==> config.mk <==
export PLATFORM = sky130hd
export DESIGN_NAME = riscv_ctrl_fsm_flat
export DESIGN_NICKNAME = d
export VERILOG_FILES = /design/src/rtl/riscv_ctrl_fsm_if.sv /design/src/rtl/riscv_ctrl_fsm.sv /design/src/flat_wrapper.sv
export SDC_FILE = /design/constraint.sdc
export NUM_CORES = 1
export LEC_CHECK = 0
export CORE_MARGIN = 8
export CORE_UTILIZATION = 30
export DETAILED_ROUTE_END_ITERATION = 16
export PLACE_DENSITY = 0.62
export SYNTH_ARGS = -nofsm -noshare
export SYNTH_HDL_FRONTEND = slang
export SYNTH_SLANG_ARGS = --single-unit
==> constraint.sdc <==
create_clock -name clk -period 2.4 [get_ports clk]
set_input_delay 0.48 -clock clk [delete_from_list [all_inputs] [get_ports clk]]
set_output_delay 0.48 -clock clk [all_outputs]
set_load 0.02 [all_outputs]
==> src/rtl/riscv_ctrl_fsm_if.sv <==
// Bundle between fetch/datapath and the RV64 control sequencer.
// Handshake: a transfer happens on a rising clk edge where instr_valid && instr_ready;
// fetch holds instr_in/instr_valid stable until that edge, and the sequencer only
// raises instr_ready while idle. mem_ack is a single-cycle completion strobe from data memory.
interface riscv_ctrl_fsm_if #(
  parameter int CNT_W = 32
);
  logic [31:0]      instr_in;
  logic             instr_valid;
  logic             instr_ready;
  logic             mem_ack;
  logic [31:0]      instruction;
  logic             RegWrite;
  logic             ALUSrc;
  logic [3:0]       ALUop;
  logic             MemWrite;
  logic             MemRead;
  logic             MemtoReg;
  logic             illegal;
  logic             mem_err;
  logic [CNT_W-1:0] retired;

  // Fetch / memory / datapath side
  modport master (
    output instr_in, instr_valid, mem_ack,
    input  instr_ready, instruction, RegWrite, ALUSrc, ALUop,
           MemWrite, MemRead, MemtoReg, illegal, mem_err, retired
  );

  // Sequencer side
  modport slave (
    input  instr_in, instr_valid, mem_ack,
    output instr_ready, instruction, RegWrite, ALUSrc, ALUop,
           MemWrite, MemRead, MemtoReg, illegal, mem_err, retired
  );
endinterface

==> src/rtl/riscv_ctrl_fsm.sv <==
// Multi-cycle control sequencer for the RV64 load/store/ALU datapath.
// Walks each accepted instruction through DECODE/EXEC/(MEM)/WB. All outputs
// are functions of registered state and the latched instruction only.
module riscv_ctrl_fsm #(
  parameter int MEM_TIMEOUT = 15,
  parameter int CNT_W       = 32
) (
  input  logic                  clk,
  input  logic                  reset,
  riscv_ctrl_fsm_if.slave       bus,
  output logic [2:0]            dbg_state_o
);

  typedef enum logic [2:0] {
    S_IDLE   = 3'd0,
    S_DECODE = 3'd1,
    S_EXEC   = 3'd2,
    S_MEM    = 3'd3,
    S_WB     = 3'd4
  } state_t;

  typedef enum logic [2:0] {
    K_ILL = 3'd0,
    K_R   = 3'd1,
    K_I   = 3'd2,
    K_LD  = 3'd3,
    K_SD  = 3'd4
  } kind_t;

  localparam logic [7:0] TMO_LAST = 8'(MEM_TIMEOUT - 1);

  localparam logic [3:0] OP_AND = 4'b0000;
  localparam logic [3:0] OP_OR  = 4'b0001;
  localparam logic [3:0] OP_ADD = 4'b0010;
  localparam logic [3:0] OP_SUB = 4'b0110;

  state_t           state_q, state_d;
  logic [31:0]      instr_q, instr_d;
  logic [7:0]       tmo_q, tmo_d;
  logic [CNT_W-1:0] retired_q, retired_d;
  logic             mem_err_q, mem_err_d;

  kind_t            kind;
  logic [3:0]       dec_op;
  logic             dec_src;

  logic [6:0] opcode;
  logic [2:0] funct3;
  logic [6:0] funct7;

  assign opcode = instr_q[6:0];
  assign funct3 = instr_q[14:12];
  assign funct7 = instr_q[31:25];

  // Classify the latched instruction and derive its ALU controls
  always_comb begin
    kind    = K_ILL;
    dec_op  = OP_ADD;
    dec_src = 1'b0;
    case (opcode)
      7'b0110011: begin
        dec_src = 1'b0;
        case (funct3)
          3'b000: begin
            if (funct7 == 7'b0000000) begin
              kind   = K_R;
              dec_op = OP_ADD;
            end else if (funct7 == 7'b0100000) begin
              kind   = K_R;
              dec_op = OP_SUB;
            end
          end
          3'b111: begin
            kind   = K_R;
            dec_op = OP_AND;
          end
          3'b110: begin
            kind   = K_R;
            dec_op = OP_OR;
          end
          default: kind = K_ILL;
        endcase
      end
      7'b0010011: begin
        dec_src = 1'b1;
        case (funct3)
          3'b000: begin
            kind   = K_I;
            dec_op = OP_ADD;
          end
          3'b111: begin
            kind   = K_I;
            dec_op = OP_AND;
          end
          3'b110: begin
            kind   = K_I;
            dec_op = OP_OR;
          end
          default: kind = K_ILL;
        endcase
      end
      7'b0000011: begin
        dec_src = 1'b1;
        if (funct3 == 3'b011) kind = K_LD;
      end
      7'b0100011: begin
        dec_src = 1'b1;
        if (funct3 == 3'b011) kind = K_SD;
      end
      default: kind = K_ILL;
    endcase
  end

  // State, instruction latch, MEM timeout counter, retire counter, error pulse
  always_ff @(posedge clk) begin
    if (reset) begin
      state_q   <= S_IDLE;
      instr_q   <= 32'd0;
      tmo_q     <= 8'd0;
      retired_q <= '0;
      mem_err_q <= 1'b0;
    end else begin
      state_q   <= state_d;
      instr_q   <= instr_d;
      tmo_q     <= tmo_d;
      retired_q <= retired_d;
      mem_err_q <= mem_err_d;
    end
  end

  // Next-state: accept in IDLE, sequence stages, resolve MEM by ack or timeout
  always_comb begin
    state_d   = state_q;
    instr_d   = instr_q;
    tmo_d     = tmo_q;
    retired_d = retired_q;
    mem_err_d = 1'b0;
    case (state_q)
      S_IDLE: begin
        if (bus.instr_valid) begin
          instr_d = bus.instr_in;
          state_d = S_DECODE;
        end
      end
      S_DECODE: begin
        state_d = (kind == K_ILL) ? S_IDLE : S_EXEC;
      end
      S_EXEC: begin
        tmo_d   = 8'd0;
        state_d = (kind == K_LD || kind == K_SD) ? S_MEM : S_WB;
      end
      S_MEM: begin
        // An ack in the last allowed cycle still completes the access
        if (bus.mem_ack) begin
          if (kind == K_LD) begin
            state_d = S_WB;
          end else begin
            state_d   = S_IDLE;
            retired_d = retired_q + CNT_W'(1);
          end
        end else if (tmo_q == TMO_LAST) begin
          state_d   = S_IDLE;
          mem_err_d = 1'b1;
        end else begin
          tmo_d = tmo_q + 8'd1;
        end
      end
      S_WB: begin
        state_d   = S_IDLE;
        retired_d = retired_q + CNT_W'(1);
      end
      default: state_d = S_IDLE;
    endcase
  end

  // Moore outputs decoded from state and latched instruction
  always_comb begin
    bus.instr_ready = 1'b0;
    bus.RegWrite    = 1'b0;
    bus.ALUSrc      = 1'b0;
    bus.ALUop       = 4'b0000;
    bus.MemWrite    = 1'b0;
    bus.MemRead     = 1'b0;
    bus.MemtoReg    = 1'b0;
    bus.illegal     = 1'b0;
    case (state_q)
      S_IDLE:   bus.instr_ready = 1'b1;
      S_DECODE: bus.illegal     = (kind == K_ILL);
      S_EXEC: begin
        bus.ALUSrc = dec_src;
        bus.ALUop  = dec_op;
      end
      S_MEM: begin
        bus.ALUSrc   = dec_src;
        bus.ALUop    = dec_op;
        bus.MemRead  = (kind == K_LD);
        bus.MemWrite = (kind == K_SD);
      end
      S_WB: begin
        bus.ALUSrc   = dec_src;
        bus.ALUop    = dec_op;
        bus.RegWrite = 1'b1;
        bus.MemtoReg = (kind == K_LD);
      end
      default: bus.instr_ready = 1'b0;
    endcase
  end

  assign bus.instruction = instr_q;
  assign bus.retired     = retired_q;
  assign bus.mem_err     = mem_err_q;
  assign dbg_state_o     = state_q;

endmodule

==> src/flat_wrapper.sv <==
// flat-port wrapper written by rule: the top's interface ports become plain ports
module riscv_ctrl_fsm_flat 
#(
  parameter int MEM_TIMEOUT = 15,
  parameter int CNT_W       = 32
)
  (clk, reset, dbg_state_o, bus_instr_in, bus_instr_valid, bus_mem_ack, bus_instr_ready, bus_instruction, bus_RegWrite, bus_ALUSrc, bus_ALUop, bus_MemWrite, bus_MemRead, bus_MemtoReg, bus_illegal, bus_mem_err, bus_retired);
  riscv_ctrl_fsm_if #(.CNT_W(CNT_W)) bus_i ();
  input  logic clk;
  input  logic reset;
  output logic [2:0] dbg_state_o;
  input wire logic [$bits(bus_i.instr_in)-1:0] bus_instr_in;
  input wire logic [$bits(bus_i.instr_valid)-1:0] bus_instr_valid;
  input wire logic [$bits(bus_i.mem_ack)-1:0] bus_mem_ack;
  output wire logic [$bits(bus_i.instr_ready)-1:0] bus_instr_ready;
  output wire logic [$bits(bus_i.instruction)-1:0] bus_instruction;
  output wire logic [$bits(bus_i.RegWrite)-1:0] bus_RegWrite;
  output wire logic [$bits(bus_i.ALUSrc)-1:0] bus_ALUSrc;
  output wire logic [$bits(bus_i.ALUop)-1:0] bus_ALUop;
  output wire logic [$bits(bus_i.MemWrite)-1:0] bus_MemWrite;
  output wire logic [$bits(bus_i.MemRead)-1:0] bus_MemRead;
  output wire logic [$bits(bus_i.MemtoReg)-1:0] bus_MemtoReg;
  output wire logic [$bits(bus_i.illegal)-1:0] bus_illegal;
  output wire logic [$bits(bus_i.mem_err)-1:0] bus_mem_err;
  output wire logic [$bits(bus_i.retired)-1:0] bus_retired;
  assign bus_i.instr_in = bus_instr_in;
  assign bus_i.instr_valid = bus_instr_valid;
  assign bus_i.mem_ack = bus_mem_ack;
  assign bus_instr_ready = bus_i.instr_ready;
  assign bus_instruction = bus_i.instruction;
  assign bus_RegWrite = bus_i.RegWrite;
  assign bus_ALUSrc = bus_i.ALUSrc;
  assign bus_ALUop = bus_i.ALUop;
  assign bus_MemWrite = bus_i.MemWrite;
  assign bus_MemRead = bus_i.MemRead;
  assign bus_MemtoReg = bus_i.MemtoReg;
  assign bus_illegal = bus_i.illegal;
  assign bus_mem_err = bus_i.mem_err;
  assign bus_retired = bus_i.retired;
  riscv_ctrl_fsm #(.MEM_TIMEOUT(MEM_TIMEOUT), .CNT_W(CNT_W)) u_core (.clk(clk), .reset(reset), .bus(bus_i), .dbg_state_o(dbg_state_o));
endmodule
; Word level (Yosys, flattened, before mapping)
; Cells that the tools add are included.
[classes]
addsub = 2
eq_ne = 21
mux = 35
bitwise_logic = 1
reduce_logical = 16
[ops]
columns = op, count
row1 = $mux 32, 2
row2 = $pmux 32 s2, 1
row3 = $add 32x1->32 const B, 1
row4 = $mux 3, 8
row5 = $pmux 3 s4, 2
row6 = $eq 7x6->1 const B, 3
row7 = $mux 8, 2
row8 = $pmux 8 s2, 1
row9 = $eq 3x2->1 const B, 4
row10 = $eq 3x3->1 const B, 4
row11 = $pmux 4 s3, 1
row12 = $reduce_or 3->1, 4
row13 = $mux 1, 10
row14 = $ne 2x2->1 const B, 5
row15 = $logic_not 3->1, 3
row16 = $add 8x1->8 const B, 1
row17 = $eq 8x4->1 const B, 1
row18 = $mux 4, 2
row19 = $pmux 4 s2, 1
row20 = $eq 7x2->1 const B, 1
row21 = $eq 7x5->1 const B, 1
row22 = $logic_not 7->1, 1
row23 = $mux 2, 3
row24 = $pmux 3 s2, 1
row25 = 9 further kinds, 12
[totals]
register_bits = 76
input_bits = 36
out_inout_bits = 79
elab_cells = 80

; Longest topological paths before layout
; Gate-level depths: netlist of the first run.
[depth]
ltp_word = 9
mapped_depth = 8
depth_no_buf = 6

; Worst setup path before layout of the first run
; No wires, ideal clock.
[synth_timing]
path_kind = flip-flop to output port
startpoint = register u_core.state_q[2], in the netlist u_core.dbg_state_o[2]
endpoint = output bus_ALUop[0]
arrival_time_ns = 2.185
t_required_ns = 1.920
slack_ns = -0.265
path_stages_with_launch = 8
path_cell_list = dfxtp_1 -> buf_4 -> or3b_1 -> buf_6 -> inv_1 -> nor2_1 -> or2_2 -> nor3b_1
[synth_between]
elab_chain_len = 3
elab_cells_between_ends = 5
classes_between = eq/ne (3) / mux (1) / reduce/logical (1)
[synth_rtl]
columns = element, line_no
row1 = "start, declared", riscv_ctrl_fsm.sv:37  ; state_t state_q, state_d;
row2 = "start signal, assigned", riscv_ctrl_fsm.sv:123  ; state_q <= state_d;
row3 = $eq 3x2->1 / $eq 3x3->1 (equally long branches), riscv_ctrl_fsm.sv:186  ; case (state_q)
row4 = $reduce_or 3->1 (no line) *, --
row5 = $mux 4 *, riscv_ctrl_fsm.sv:186
row6 = "end, declared", flat_wrapper.sv:19  ; output wire logic [$bits(bus_i.ALUop)-1:0] bus_ALUop;
; Mark *: on every way between the ends. The rest lies on a longest branch, timed or not.

; Worst setup path after layout of the first run
[layout_timing]
startpoint = register u_core.instr_q[2], in the netlist u_core.bus.instruction[2]
endpoint = output bus_MemtoReg
[layout_between]
elab_chain_len = 4
elab_cells_between_ends = 7
classes_between = eq/ne (5) / mux (2)
[layout_rtl]
columns = element, line_no
row1 = "start, declared", riscv_ctrl_fsm.sv:38  ; logic [31:0] instr_q, instr_d;
row2 = "start signal, assigned", riscv_ctrl_fsm.sv:124  ; instr_q <= instr_d;
row3 = $eq 7x6->1 (tied with other cells), riscv_ctrl_fsm.sv:60  ; case (opcode)
row4 = $pmux 3 s4 *, riscv_ctrl_fsm.sv:60
row5 = $eq 3x2->1 *, riscv_ctrl_fsm.sv:203  ; bus.MemtoReg = (kind == K_LD);
row6 = $mux 1 *, riscv_ctrl_fsm.sv:186
row7 = "end, declared", flat_wrapper.sv:22  ; output wire logic [$bits(bus_i.MemtoReg)-1:0] bus_MemtoReg;
; Marked as above.

==> impl_metrics.toml, run 1 <==
[power_and_ir_drop]
combPwrFrac_pct = 10.0
design_power_total_w = 0.00310
swShare_pct = 23.0
clock_power_share_pct = 47.6
internal_power_w = 0.00239
p_leak_nw = 1.89
cellPowerDensity_nw_per_um2 = 586
p_sw_w = 0.000713
seqPwrFrac_pct = 42.4
worst_ir_drop_vdd_uv = 363

[timing]
finalCriticalPeriod_ns = 2.32
fin_ws_ns = 0.0803
fin_crit_sh_pct = 96.7
setup_tns_ns = 0
worst_pin_slew_ns = 0.540
whs_ns = 0.454
setup_violations = 0
max_slew_margin_pct = 63.1
report.final.hold_viol_count = 0
fmax_ghz = 0.431
fin_skew_ns = 0.0108
drv_slew = 0

[global_route]
antenna_found_initial = 0
grt_max_degree = 34
grt-ovfl-total = 0
first_global_vias = 3456
grt_pass1_wl_um = 17500
grt.total_usage_pct = 14.2

[synthesis]
yosys_warnings = 0
synth_area_per_cell_sq_um = 8.19
synth_ff_type = "dfxtp_1"
syn-num-nets = 463
synthSimpleGateAreaFrac_pct = 31.3
synth_mux_area_share_pct = 0.324
ys_ff_latch = 76
synth_cells = 424
synth_xor_area_share_pct = 6.05
synth_fa_ha_area_share_pct = 1.08
async_reset_ff_share_pct = 0
synth-compound-area-share_pct = 13.1
synth-edff-count = 0
synth_area_sq_um = 3470
synth_top_family_by_area = "simple AND/OR/NAND/NOR gates"
yosysSeqAreaShare_pct = 43.8
synthDistinctLibCells = 50

[flow_run]
max_cap_viol_count = 0

[cells_and_area]
fillers = 1143
drive_above_1_share_pct = 14.0
syn2layout_area_growth_pct = 52.4
diodes = 0
final_common_cell = "clkdlybuf4s50_1"
mostFrequentLayoutCells = "clkdlybuf4s50_1, nand2_1, dfxtp_1"
finalNetCount = 598

[detailed_routing]
avgRoutedWirePerCell_um = 15.3
wl_um = 10800
drt-initial-drc-count = 198
route.vias.total = 3481
antenna_left = 0
drc = 0
drtPass1Iterations = 4
vias_per_cell = 4.92

[critical_path]
crit_path_end_kind = "output port"
crit_path_cell_trace = "nor4b_2 > buf_4 > nand3_2 > nor3_1 > dlygate4sd2_1"
cp_data_arrival_time_ns = 1.84
worstSetupPathType = "flop to output port"
cpPeakStageDelay_ns = 0.36
crit_start = "u_core.bus.instruction[2]"
cp_slowest_cell = "dlygate4sd2_1"
startpoint_type = "flop"
r2r-start = "u_core.bus.instruction[5]"
critPathMaxFanout = 4
cp.required_ns = 1.92

[clock_tree]
cts_tree = "built"
clock_sinks = 76
htree_levels = 3
insertion_delay_ns = 0.33
post-cts-setup-buffer-count = 0
clk_pin_slew_ns = 0.06
clock-root-buffer = "clkbuf_16"
cts_hold_buf = 0
cts_buffers = 9
ctsResizeCount = 27
max-clock-path-buffers = 2

[die]
dieWidth_um = 124
die_y_um = 124
row_count = 39
ioPinCount = 115
die_area_sq_um = 15300
core_sq_um = 11400
initial_core_util_pct = 30.5

[place]
portBuffers = 113
globalplace.congestion = 0.780
place_hpwl_um = 8090
place_ws_ns = -0.0877

[worst_hold_path]
hold_path_class = "flop to flop"
worstHoldStart = "u_core.bus.instruction[9]"

[status]
status = "complete, no violations"
[layout make-up]
cell class              count  area [sq um]  share of cell area [%]
repair buffers            148          1370                    25.9
clock buffers              11           243                    4.58
inverters                  10          37.5                   0.709
well taps                 143           179                    3.38
flip-flops and latches     76          1520                    28.8
multi-input cells         314          1860                    35.1
clock inverters             5          85.1                    1.61
[kinds of logic (layout without fill, tap and decap cells)]
logic type	Yosys count	count (layout)
xor+xnor	24	24
fa+ha+maj	3	3
buf+inv	34	174
other cells	1	1
compound gates	77	77
simple gates	208	208
mux	1	1
flops	76	76
[state kept, by name (all words and copies together), names as in the netlist]
| register | flops |
|---|---|
| u_core.tmo_q | 8 |
| u_core.bus.retired | 32 |
| u_core.bus.instruction | 32 |
| u_core.dbg_state_o | 3 |
| u_core.bus.mem_err | 1 |
[through the flow]
step                cells  instance area (sq um)  utilization [%]
finish                707                   5300             46.6
global route          707                   5300             46.6
CTS                   707                   5270             46.4
detailed placement    691                   4950             43.5
global placement      691                   4950             43.5
floorplan             424                   3490                -
[layer usage]
metal | up-vias | track usage, % | share of wire, %
met3 | 12 | 4.49 | 7.3
met2 | 74 | 23.2 | 49
met4 | 0 | 4.51 | 1.2
met1 | 1644 | 17.5 | 43
li1 | 1751 | - | -
met5 | - | 0 | 0
[cell usage after synthesis, drive strengths merged (4+ instances only)]
cell,count,area share (%)
and3,5,0.90
nor2,29,3.1
nand4,16,3.5
o21ai,5,0.72
nor4,4,0.72
nor3,15,2.5
or3,6,1.1
or4,9,1.9
or2,4,0.72
o31ai,9,1.9
buf,7,1.3
xnor2,8,2.0
nand3,21,3.0
nand2,79,8.8
dfxtp,76,44
inv,10,1.1
clkbuf,17,1.8
xor2,16,4.0
a21oi,54,8.4
[power groups by stage]
stage / combinational, W / sequential, W / clock, W
global route: 0.000334 / 0.00132 / 0.00157
detailed placement: 0.000310 / 0.00134 / 0
finish: 0.000309 / 0.00132 / 0.00148
CTS: 0.000312 / 0.00131 / 0.00152
floorplan: 0.0000925 / 0.00138 / 0
global placement: 0.000308 / 0.00134 / 0
[critical path: cells and delay by family, from the launching register on]
kind	cells	cell delay [ns]
AND/OR/NAND/NOR	3	0.65
buffers and inverters	2	0.56
flip-flops	1	0.31
[worst paths after layout]
kind	to	slack (ns)	cells past startpoint
worst min register to register	u_core.bus.instruction[9]	0.45	2
worst max-delay path	bus_MemtoReg	0.08	5
worst max register to register	u_core.bus.retired[27]	0.35	6
worst min-delay path	u_core.bus.instruction[9]	0.45	2
Power figures use the tool's default switching activity.
==> inputs of run 2 (changes only) <==
PLACE_DENSITY = default   (was 0.62)
PLACE_DENSITY_LB_ADDON = 0.08   (was default)
==> impl_metrics.toml, run 2 (synthesis results as in run 1) <==
[timing]
fmax_ghz = 0.434
worst_pin_slew_ns = 0.674
drv_slew = 0
fin_skew_ns = 0.00585
setup_violations = 0
finalCriticalPeriod_ns = 2.30
report.final.hold_viol_count = 0
fin_ws_ns = 0.0960
max_slew_margin_pct = 55.1
fin_crit_sh_pct = 96.0

[global_route]
antenna_found_initial = 0
grt-ovfl-total = 0
grt_max_degree = 32
first_global_vias = 3436
grt.total_usage_pct = 14.5
grt_pass1_wl_um = 17600

[power_and_ir_drop]
internal_power_w = 0.00231
combPwrFrac_pct = 10.6
worst_ir_drop_vdd_uv = 495
cellPowerDensity_nw_per_um2 = 562
p_leak_nw = 1.93
design_power_total_w = 0.00302
p_sw_w = 0.000700
clock_power_share_pct = 45.7
seqPwrFrac_pct = 43.7
swShare_pct = 23.2

[detailed_routing]
antenna_left = 0
drtPass1Iterations = 4
vias_per_cell = 4.85
drc = 0
drt-initial-drc-count = 140
wl_um = 10800
avgRoutedWirePerCell_um = 15.2
route.vias.total = 3460

[clock_tree]
cts_buffers = 9
max-clock-path-buffers = 2
htree_levels = 3
cts_hold_buf = 0
clock-root-buffer = "clkbuf_16"
insertion_delay_ns = 0.33
clk_pin_slew_ns = 0.06
cts_tree = "built"
clock_sinks = 76

[status]
status = "complete, no violations"

[die]
ioPinCount = 115
die_area_sq_um = 15300
row_count = 39
die_y_um = 124
core_sq_um = 11400
dieWidth_um = 124
initial_core_util_pct = 30.5

[critical_path]
cp.required_ns = 1.92
crit_path_end_kind = "output port"
worstSetupPathType = "flop to output port"
cp_data_arrival_time_ns = 1.82
r2r_setup_slack_ns = 0.41
critPathMaxFanout = 2
startpoint_type = "flop"

[place]
globalplace.congestion = 0.743
dp.cells = 694
placedInstanceArea_sq_um = 5000
place_hpwl_um = 8060
place_ws_ns = -0.105
portBuffers = 113

[cells_and_area]
finalNetCount = 605
diodes = 0
fin_area_sq_um = 5370
syn2layout_area_growth_pct = 54.5
finalNonFillerCells = 714
final_common_cell = "clkdlybuf4s50_1"
drive_above_1_share_pct = 16.1
mostFrequentLayoutCells = "clkdlybuf4s50_1, nand2_1, dfxtp_1"

[worst_hold_path]
hold_path_class = "flop to flop"

[flow_run]
max_cap_viol_count = 0
==> run 2: repair_timing <==
action                     in CTS  in global routing
pin swaps                       0                  4
gates resized for setup        27                 18
setup buffers                   0                  4
setup endpoints to repair       8                  7
==> run 2: worst paths after layout <==
path | depth (start not counted) | start | to
setup reg to reg | 5 | u_core.bus.retired[5] | u_core.bus.retired[27]
hold reg to reg | 2 | u_core.bus.instruction[21] | u_core.bus.instruction[21]
hold / removal | 2 | u_core.bus.instruction[21] | u_core.bus.instruction[21]
setup / recovery | 4 | u_core.dbg_state_o[0] | bus_RegWrite
==> run 2: cell type report <==
cell class	count	area, sq um
fill	1160	6000
multi-input combinational	314	1880
sequential	76	1530
timing repair buffer	155	1450
clock buffer	12	256
tap	143	179
clock inverter	4	47.5
inverter	10	37.5
==> run 2: power groups by stage <==
stage | clock (W) | combinational (W) | sequential [W]
after floorplan | 0 | 0.0000925 | 0.00138
after global placement | 0 | 0.000318 | 0.00134
final | 0.00138 | 0.000321 | 0.00132
after CTS | 0.00142 | 0.000320 | 0.00131
after detailed placement | 0 | 0.000318 | 0.00134
after global routing | 0.00149 | 0.000346 | 0.00132
==> run 2: worst max-delay path: stages, from the launching register on <==
cell             delay (ns)
dfxtp_1                0.30
or3b_1                 0.38
inv_1                  0.08
buf_4                  0.10
clkdlybuf4s50_1        0.63
==> run 2: routing by layer <==
metal  GRT usage (%)  wire length, um  vias to the layer above
met2            23.4             5090                       68
met3            6.03              805                        8
li1                -                -                     1766
met5               0                0                        -
met4            4.06              114                        0
met1            17.3             4810                     1618
==> run 2: through the flow <==
stage | util (%) | setup TNS, ns | hold WS, ns
after global placement | 44.0 | -0.442 | 0.442
after global routing | 47.2 | -0.00624 | 0.473
after floorplan | - | -0.0601 | 0.485
after detailed placement | 44.0 | -0.501 | 0.447
final | 47.2 | 0 | 0.451
after CTS | 46.7 | -0.182 | 0.455
==> inputs of run 3 (changes only) <==
CAP_MARGIN = 15   (was default)
CTS_CLUSTER_SIZE = 28   (was default)
==> results of run 3 <==
No change in the layout: final DEF, timing and power equal those of run 2.
